**src/rtl/traffic_pkg.sv**
```systemverilog
// ----------------------------------------------------------------------------
// traffic_pkg
// Shared definitions for the parametrised highway / country-road controller:
//   - lamp drive codes (RED / YELLOW / GREEN)
//   - 3-bit controller state encodings (also exported on the debug phase port)
//   - lamp decode helper used by the controller's output logic
// No ports (package).
// ----------------------------------------------------------------------------
package traffic_pkg;

   // Lamp drive codes
   localparam logic [1:0] RED    = 2'd0;
   localparam logic [1:0] YELLOW = 2'd1;
   localparam logic [1:0] GREEN  = 2'd2;

   // Controller states; encodings 6 and 7 are unused
   typedef enum logic [2:0] {
      HG  = 3'd0,   // highway green
      HY  = 3'd1,   // highway yellow
      AR1 = 3'd2,   // all red, clearing toward country green
      CG  = 3'd3,   // country green
      CY  = 3'd4,   // country yellow
      AR2 = 3'd5    // all red, clearing toward highway green
   } state_t;

   typedef struct packed {
      logic [1:0] hwy;
      logic [1:0] cntry;
   } lamps_t;

   // Moore lamp decode. Unused encodings fall into the HG lamp pattern so a
   // corrupted state register never shows a conflicting pair of greens.
   function automatic lamps_t decode_lamps(input logic [2:0] s);
      lamps_t l;
      l.hwy   = GREEN;
      l.cntry = RED;
      case (s)
         HY:      begin l.hwy = YELLOW; l.cntry = RED;    end
         AR1:     begin l.hwy = RED;    l.cntry = RED;    end
         CG:      begin l.hwy = RED;    l.cntry = GREEN;  end
         CY:      begin l.hwy = RED;    l.cntry = YELLOW; end
         AR2:     begin l.hwy = RED;    l.cntry = RED;    end
         default: begin l.hwy = GREEN;  l.cntry = RED;    end
      endcase
      return l;
   endfunction

endpackage

```
**src/rtl/traffic_signal_controller_param_if.sv**
```systemverilog
// ----------------------------------------------------------------------------
// traffic_signal_controller_param_if
// Bundles the sensor input and the lamp / monitor outputs of the controller.
//   X       : country-road car present (sensor side -> controller)
//   hwy     : highway lamp code        (controller -> lamp drivers)
//   cntry   : country lamp code        (controller -> lamp drivers)
//   phase   : current state encoding   (controller -> debug / monitoring)
//   timeout : one-cycle pulse when country green was cut short by timeout
// Modports:
//   master : sensor / lamp-driver side (drives X, observes the rest)
//   slave  : controller side
// ----------------------------------------------------------------------------
interface traffic_signal_controller_param_if;
   import traffic_pkg::*;

   logic       X;
   logic [1:0] hwy;
   logic [1:0] cntry;
   logic [2:0] phase;
   logic       timeout;

   modport master (
      output X,
      input  hwy,
      input  cntry,
      input  phase,
      input  timeout
   );

   modport slave (
      input  X,
      output hwy,
      output cntry,
      output phase,
      output timeout
   );

endinterface

```
**src/rtl/phase_timer.sv**
```systemverilog
// ----------------------------------------------------------------------------
// phase_timer
// Saturating cycle counter that measures how long the controller has been in
// its current state. It reads 0 in the first cycle of every state.
// Ports:
//   clock   : rising-edge clock
//   clear_n : asynchronous active-low reset (count -> 0)
//   restart : the state register changes on this edge; count returns to 0
//   count   : cycles spent in the current state, saturating at all-ones
// ----------------------------------------------------------------------------
module phase_timer #(
   parameter int CNT_W = 8
) (
   input  logic             clock,
   input  logic             clear_n,
   input  logic             restart,
   output logic [CNT_W-1:0] count
);

   localparam logic [CNT_W-1:0] L_SAT = '1;

   logic [CNT_W-1:0] r_count;

   // Saturation keeps ">= threshold" compares true during long dwells
   // instead of wrapping back below them.
   always_ff @(posedge clock or negedge clear_n) begin
      if (!clear_n) begin
         r_count <= '0;
      end else if (restart) begin
         r_count <= '0;
      end else if (r_count != L_SAT) begin
         r_count <= r_count + CNT_W'(1);
      end
   end

   assign count = r_count;

endmodule

```
**src/rtl/traffic_signal_controller_param.sv**
```systemverilog
// ----------------------------------------------------------------------------
// traffic_signal_controller_param
// Highway / country-road traffic-light controller. A single phase timer
// replaces chained wait states; yellow, clearance, minimum highway green and
// maximum country green are all parameters. The country green timeout stops
// a stuck sensor from starving the highway.
// Ports:
//   clock   : rising-edge clock
//   clear_n : asynchronous active-low reset (highway green, timer cleared)
//   bus     : slave side of traffic_signal_controller_param_if
//             (X in; hwy, cntry, phase, timeout out)
// Parameters:
//   CNT_W           : phase timer width
//   Y2R_DELAY       : cycles in each yellow phase (>= 1)
//   R2G_DELAY       : all-red clearance cycles (>= 1)
//   HWY_MIN_GREEN   : minimum highway green cycles before X is honoured (>= 1)
//   CNTRY_MAX_GREEN : maximum country green cycles; 0 disables the timeout
// ----------------------------------------------------------------------------
module traffic_signal_controller_param
   import traffic_pkg::*;
#(
   parameter int CNT_W           = 8,
   parameter int Y2R_DELAY       = 3,
   parameter int R2G_DELAY       = 2,
   parameter int HWY_MIN_GREEN   = 4,
   parameter int CNTRY_MAX_GREEN = 10
) (
   input  logic                                clock,
   input  logic                                clear_n,
   traffic_signal_controller_param_if.slave    bus
);

   // Largest value the timer can hold
   localparam int L_CNT_MAX = (CNT_W >= 31) ? 0 : ((1 << CNT_W) - 1);

   // Parameter legality, evaluated at elaboration
   if (CNT_W < 1 || CNT_W > 30) begin : g_chk_cnt_w
      $error("CNT_W must be in 1..30");
   end
   if (Y2R_DELAY < 1 || Y2R_DELAY > L_CNT_MAX) begin : g_chk_y2r
      $error("Y2R_DELAY must be in 1..2**CNT_W-1");
   end
   if (R2G_DELAY < 1 || R2G_DELAY > L_CNT_MAX) begin : g_chk_r2g
      $error("R2G_DELAY must be in 1..2**CNT_W-1");
   end
   if (HWY_MIN_GREEN < 1 || HWY_MIN_GREEN > L_CNT_MAX) begin : g_chk_hmg
      $error("HWY_MIN_GREEN must be in 1..2**CNT_W-1");
   end
   if (CNTRY_MAX_GREEN < 0 || CNTRY_MAX_GREEN > L_CNT_MAX) begin : g_chk_cmg
      $error("CNTRY_MAX_GREEN must be in 0..2**CNT_W-1");
   end

   // Timer values on the last cycle of each timed phase. The timer reads 0
   // in the first cycle, so a phase of N cycles ends when the timer is N-1.
   localparam logic [CNT_W-1:0] L_Y2R_LAST = CNT_W'(Y2R_DELAY - 1);
   localparam logic [CNT_W-1:0] L_R2G_LAST = CNT_W'(R2G_DELAY - 1);
   localparam logic [CNT_W-1:0] L_HMG_LAST = CNT_W'(HWY_MIN_GREEN - 1);
   localparam logic [CNT_W-1:0] L_CMG_LAST =
      (CNTRY_MAX_GREEN > 0) ? CNT_W'(CNTRY_MAX_GREEN - 1) : '0;
   localparam bit               L_TO_EN    = (CNTRY_MAX_GREEN != 0);

   state_t           r_state;
   state_t           w_next;
   logic             r_timeout;
   logic             w_timeout_next;
   logic             w_restart;
   logic             w_to_hit;
   logic [CNT_W-1:0] w_count;
   lamps_t           w_lamps;

   // Timer restarts on every state change so each phase counts from 0
   assign w_restart = (w_next != r_state);

   phase_timer #(
      .CNT_W (CNT_W)
   ) u_phase_timer (
      .clock   (clock),
      .clear_n (clear_n),
      .restart (w_restart),
      .count   (w_count)
   );

   assign w_to_hit = L_TO_EN && (w_count == L_CMG_LAST);

   // State and timeout-pulse registers
   always_ff @(posedge clock or negedge clear_n) begin
      if (!clear_n) begin
         r_state   <= HG;
         r_timeout <= 1'b0;
      end else begin
         r_state   <= w_next;
         r_timeout <= w_timeout_next;
      end
   end

   // Next-state and Moore lamp decode. X is only looked at in HG and CG.
   always_comb begin
      w_next         = HG;
      w_timeout_next = 1'b0;
      w_lamps        = decode_lamps(r_state);
      case (r_state)
         HG: begin
            // Minimum green also applies right after a timeout, since the
            // timer was restarted on HG entry.
            w_next = (bus.X && (w_count >= L_HMG_LAST)) ? HY : HG;
         end
         HY: begin
            w_next = (w_count == L_Y2R_LAST) ? AR1 : HY;
         end
         AR1: begin
            w_next = (w_count == L_R2G_LAST) ? CG : AR1;
         end
         CG: begin
            if (!bus.X) begin
               // Car gone: normal exit, even if the timeout hits on this
               // same edge, so no pulse.
               w_next = CY;
            end else if (w_to_hit) begin
               w_next         = CY;
               w_timeout_next = 1'b1;
            end else begin
               w_next = CG;
            end
         end
         CY: begin
            w_next = (w_count == L_Y2R_LAST) ? AR2 : CY;
         end
         AR2: begin
            w_next = (w_count == L_R2G_LAST) ? HG : AR2;
         end
         default: begin
            // Unused encodings recover to highway green on the next edge
            w_next = HG;
         end
      endcase
   end

   assign bus.hwy     = w_lamps.hwy;
   assign bus.cntry   = w_lamps.cntry;
   assign bus.phase   = r_state;
   assign bus.timeout = r_timeout;

endmodule

```
**src/flat_wrapper.sv**
```systemverilog
// flat-port wrapper written by rule: the top's interface ports become plain ports
module traffic_signal_controller_param_flat import traffic_pkg::*;
#(
   parameter int CNT_W           = 8,
   parameter int Y2R_DELAY       = 3,
   parameter int R2G_DELAY       = 2,
   parameter int HWY_MIN_GREEN   = 4,
   parameter int CNTRY_MAX_GREEN = 10
)
  (clock, clear_n, bus_X, bus_hwy, bus_cntry, bus_phase, bus_timeout);
  traffic_signal_controller_param_if bus_i ();
  input  logic clock;
  input  logic clear_n;
  input wire logic [$bits(bus_i.X)-1:0] bus_X;
  output wire logic [$bits(bus_i.hwy)-1:0] bus_hwy;
  output wire logic [$bits(bus_i.cntry)-1:0] bus_cntry;
  output wire logic [$bits(bus_i.phase)-1:0] bus_phase;
  output wire logic [$bits(bus_i.timeout)-1:0] bus_timeout;
  assign bus_i.X = bus_X;
  assign bus_hwy = bus_i.hwy;
  assign bus_cntry = bus_i.cntry;
  assign bus_phase = bus_i.phase;
  assign bus_timeout = bus_i.timeout;
  traffic_signal_controller_param #(.CNT_W(CNT_W), .Y2R_DELAY(Y2R_DELAY), .R2G_DELAY(R2G_DELAY), .HWY_MIN_GREEN(HWY_MIN_GREEN), .CNTRY_MAX_GREEN(CNTRY_MAX_GREEN)) u_core (.clock(clock), .clear_n(clear_n), .bus(bus_i));
endmodule
```
**config.mk**
```make
export PLATFORM = sky130hd
export DESIGN_NAME = traffic_signal_controller_param_flat
export DESIGN_NICKNAME = d
export VERILOG_FILES = /design/src/rtl/traffic_pkg.sv /design/src/rtl/traffic_signal_controller_param_if.sv /design/src/rtl/phase_timer.sv /design/src/rtl/traffic_signal_controller_param.sv /design/src/flat_wrapper.sv
export SDC_FILE = /design/constraint.sdc
export NUM_CORES = 1
export LEC_CHECK = 0
export ABC_AREA = 0
export CORE_MARGIN = 1.5
export CORE_UTILIZATION = 53
export DETAILED_ROUTE_END_ITERATION = 7
export PLACE_DENSITY = 0.77
export SLEW_MARGIN = 20
export SYNTH_ARGS = -nofsm -noshare
export SYNTH_HDL_FRONTEND = slang
export SYNTH_HIERARCHICAL = 1
export SYNTH_SLANG_ARGS = --single-unit
```
**constraint.sdc**
```tcl
create_clock -name clock -period 2.1 [get_ports clock]
set_input_delay 0.21 -clock clock [delete_from_list [all_inputs] [get_ports clock]]
set_output_delay 0.21 -clock clock [all_outputs]
set_load 0.01 [all_outputs]
```
# == Word-level counts from Yosys, hierarchy flattened ==
# Index checks and enable logic that the tools add are counted.
# classes
add_sub_neg,1
order_cmp,1
eq_ne,10
mux,14
reduce_logical,4
# ops
operator,n
$pmux 3 s6,1
$mux 8,2
$pmux 4 s4,1
$mux 3,3
$add 8x1->8 const B,1
$eq 8x1->1 const B,1
$eq 8x2->1 const B,1
$eq 8x4->1 const B,1
$ge 8x2->1 const B,1
$ne 8x8->1 const B,1
$eq 3x2->1 const B,2
$eq 3x3->1 const B,2
$mux 1,6
$eq 3x1->1 const B,1
$logic_not 3->1,1
$ne 3x3->1,1
$mux 2,1
$reduce_bool 2->1,1
$reduce_or 2->1,1
$logic_and 1x1->1,1
# totals
regBits,12

# == Depth between registers and ports, before layout ==
# logic_depth
word_depth,6
mapped_depth,8

# == By module ==
# The synthesis kept the hierarchy.
# by_module_without_submodules
module,instances,cells_each,area_each_um2
traffic_signal_controller_param,1,50,422.9
phase_timer,1,41,421.7

# == Worst setup path before layout ==
# No wires, ideal clock.
# synth_timing
path_type,register to register
from,"register u_core.r_state[2], in the netlist u_core/bus.phase[2]"
to,"register u_core.u_phase_timer.r_count[2], in the netlist u_core/u_phase_timer/count[2]"
setup_time_ns,0.140
arrival_ns,1.851
required_ns,1.960
slack_ns,0.109
path_stages_with_launch,9
period_less_slack_ns,1.991
cell_sequence,dfrtp_1 buf_6 or4b_1 a31oi_1 a21oi_1 a2bb2o_4 buf_1 o21bai_1 a31oi_1
# synth_via
elab_chain_len,4
# synth_lines
item,line_no,text
start: declaration,traffic_signal_controller_param.sv:62,state_t r_state;
start signal: assignment,traffic_signal_controller_param.sv:91,r_state <= w_next;
"$eq 3x3->1, or another cell as far along",traffic_signal_controller_param.sv:101,case (r_state)
$pmux 3 s6,traffic_signal_controller_param.sv:101,
$ne 3x3->1 *,traffic_signal_controller_param.sv:72,assign w_restart = (w_next != r_state);
net u_core.w_restart,traffic_signal_controller_param.sv:66,logic w_restart;
$mux 8 or $reduce_bool 2->1 (tied branches),--,
end signal: assignment,phase_timer.sv:32,r_count <= r_count + CNT_W'(1);
end: declaration,phase_timer.sv:22,logic [CNT_W-1:0] r_count;
# Mark *: on every way through the listed nets, which the timed path passes. The rest lies on a longest branch.
# A chain may end at the register's enable or synchronous reset.

# == Worst setup path in the final report ==
# layout_timing
from,"register u_core.r_state[2], in the netlist u_core/bus.phase[2]"
to,output bus_cntry[1]
# layout_via
elab_chain_len,3
# layout_lines
item,line_no,text
$eq 3x2->1 or $eq 3x3->1 (tied branches),traffic_pkg.sv:37,case (s)
$reduce_or 2->1 (no line),--,
$pmux 4 s4 *,traffic_pkg.sv:37,
end: declaration,flat_wrapper.sv:16,output wire logic [$bits(bus_i.cntry)-1:0] bus_cntry;
# Every way passes the cells marked *; elsewhere a longest branch is shown, timed or not.

==> run_results.csv <==
group,metric,value,unit
cts,cts-hold-fix-buffers,0,
critical_path,reg2reg_depth,6,
status,status,"completed",
power_and_ir_drop,power_density,1355,nW/um2
die,io_pins,11,
logic_synthesis,synth_edf_count,0,
job,drv_cap,0,
logic_synthesis,syn_nets,95,
cts,numCtsBuffers,3,
sta,tns,0,ps
route,via_per_inst,6.554,
power_and_ir_drop,p_leak,0.4182,nW
sta,rsz0062_at_grt,"no",
die,die_y,42.92,um
die,coreArea,1506,um2
power_and_ir_drop,report.power.total,0.001364,W
cts,clkSinkCount,12,
cts,cts_setup_buffers,0,
cts,clockBufferDepth,2,
logic_synthesis,synth_area_leaders,"dfrtp_1, nor3_1, a31oi_1",
place,io_buffers,10,
power_and_ir_drop,ir_drop,0.9148,mV
route,ant_nets,0,
sta,timing.fmax,490.3,MHz
sta,period_share,97.12,%
global_routing,grt.total_usage,23.21,%
logic_synthesis,synth_cell_type_count,42,
sta,maxSlewViolCount,0,
route,drc_errors,0,
cells_and_area,final-seq-area,300.3,um2
critical_path,crit_path_start_kind,"register",
global_routing,grt_max_degree,13,
global_routing,globalRoute.totalOverflow,0,
cells_and_area,multi_input_area,509.2,um2
global_routing,grt_pass1_wl,3222,um
critical_path,crit_arrival,1830,ps
cts,clockRootBuffer,"clkbuf_4",
sta,min_period,2040,ps
die,dieArea,1842,um2
global_routing,grt_pass1_vias,748,
route,avgRoutedWirePerCell,16.10,um
sta,finalHoldViolations,0,
critical_path,worst_setup_path_end_kind,"output pin",
route,drt_first_pass_iters,4,
logic_synthesis,synth_warnings,6,
cells_and_area,fin_nets,110,
critical_path,worstPathRequired,1890,ps
logic_synthesis,ys_seq_elements,12,
cells_and_area,diodes,0,
hold_path,hold_path.class,"primary input to async pin",
logic_synthesis,syn_area,844.6,um2
logic_synthesis,synth_seq_area_share,35.56,%
logic_synthesis,netlist_instances,91,
cells_and_area,drive_gt1_share,15.24,%
cells_and_area,fin_util,66.86,%
place,dp_hpwl,1375,um
cells_and_area,area_growth,19.26,%
logic_synthesis,ys.flop_type,"dfrtp_1",
critical_path,r2r_slack,180,ps
place,post_dp_cell_area,970.9,um2
sta,slew-limit-headroom,62.71,%
critical_path,r2r-end,"u_core/u_phase_timer/count[2]",
critical_path,critPathKind,"register to output pin",
critical_path,crit_fanout,11,
die,die_w,42.92,um
cts,clk_pin_slew,80,ps
cells_and_area,fill_cells,120,
route,dr_total_vias,793,
die,rows,14,
cts,cts_tree,"done",
critical_path,reg2reg_from,"u_core/u_phase_timer/count[2]",
cells_and_area,final_cell_area,1007,um2
logic_synthesis,synthTopCellsByCount,"dfrtp_1, nor3_1, a21oi_1, a31oi_1",
sta,fin_hold_ws,280.4,ps
cts,h-tree-depth,1,
logic_synthesis,yosysTopAreaCell,"dfrtp_1",
sta,finalSetupViolations,0,
global_routing,grt_antenna_before_repair,0,
logic_synthesis,yosys.area.top_type_share,35.56,%
place,gp_congestion,0.8397,
logic_synthesis,synth_most_common_cell,"dfrtp_1",
sta,worst_pin_slew,557.6,ps
sta,clock-skew-final,0.7428,ps
logic_synthesis,synthArstFlopShare,100.0,%
route,drt_iter0_drc,20,
cts,cts_resized,0,
logic_synthesis,synth.avg_cell_area,9.281,um2
die,start_util,56.06,%
cts,clk_latency,280,ps
route,drt_wl_total,1948,um
stage by stage:
| stage | setup WS [ps] | instances |
|---|---|---|
| floorplan | 108.8 | 91 |
| global placement | 134.1 | 117 |
| detailed placement | 77.15 | 117 |
| CTS | 78.00 | 121 |
| global route | 5.431 | 121 |
| finish | 60.39 | 121 |
layout make-up:
type / instances / share of cell area, %
sequential: 12 / 29.81
tap: 16 / 1.988
inverter: 3 / 1.118
clock buffer: 4 / 3.602
multi-input combinational: 72 / 50.56
timing repair buffer: 14 / 12.92
registers in the layout, summed over array words and instances, names as in the netlist:
signal and cells:
u_core/u_phase_timer/count 8, u_core/bus.timeout 1, u_core/bus.phase 3
where the power goes:
part | internal [W] | switching (W) | leakage (nW)
clock network | 0.000106 | 0.0000880 | 0.0210
logic | 0.000377 | 0.000352 | 0.239
registers | 0.000298 | 0.000145 | 0.158
placed cells by master, fill, tap and decap left out, types with 2 or more instances in the layout:
| cell type | synthesis | final |
|---|---|---|
| nor2b_1 | 3 | 3 |
| clkbuf_4 | 0 | 3 |
| o21ai_0 | 2 | 2 |
| nor3b_1 | 2 | 2 |
| a21o_1 | 2 | 2 |
| nand2_1 | 3 | 3 |
| nor2_1 | 2 | 2 |
| inv_1 | 3 | 3 |
| nand3_1 | 3 | 3 |
| and4_2 | 3 | 3 |
| buf_4 | 0 | 4 |
| a211oi_1 | 3 | 3 |
| a31oi_1 | 6 | 6 |
| nor3_1 | 8 | 8 |
| dfrtp_1 | 12 | 12 |
| or3_1 | 2 | 2 |
| a311oi_1 | 2 | 2 |
| clkdlybuf4s50_1 | 0 | 10 |
| nand2b_1 | 2 | 2 |
| and3_1 | 3 | 3 |
| a21oi_1 | 6 | 6 |
critical path: stages (launching register included):
cell and delay [ps]:
dfrtp_1 500, and2b_1 310, and2_1 190, clkdlybuf4s50_1 550
worst max-delay path by stage:
stage | start | end | cells after the start
4_1_cts | u_core/bus.phase[2] | bus_cntry[1] | 3
3_3_place_gp | bus_X | u_core/u_phase_timer/count[2] | 7
5_1_grt | u_core/bus.phase[2] | bus_cntry[1] | 3
3_5_place_dp | bus_X | u_core/u_phase_timer/count[2] | 7
2_1_floorplan | u_core/bus.phase[2] | u_core/u_phase_timer/count[2] | 8
6_report | u_core/bus.phase[2] | bus_cntry[1] | 3
per-layer routing:
layer  share of wire, %  track usage [%]  up-vias
met3                4.0            1.277        3
met2                 49            38.79       21
met1                 45            29.68      377
met4                1.6            12.50        0
met5                  0                0        -
li1                   -                -      392
logic make-up after synthesis:
| kind of cell | Yosys count | share of synthesized area, % |
|---|---|---|
| simple gates | 43 | 34.82 |
| compound gates | 28 | 24.00 |
| flops | 12 | 35.56 |
| buf+inv | 7 | 4.147 |
| fa+ha+maj | 1 | 1.481 |
Power figures use the tool's default switching activity.
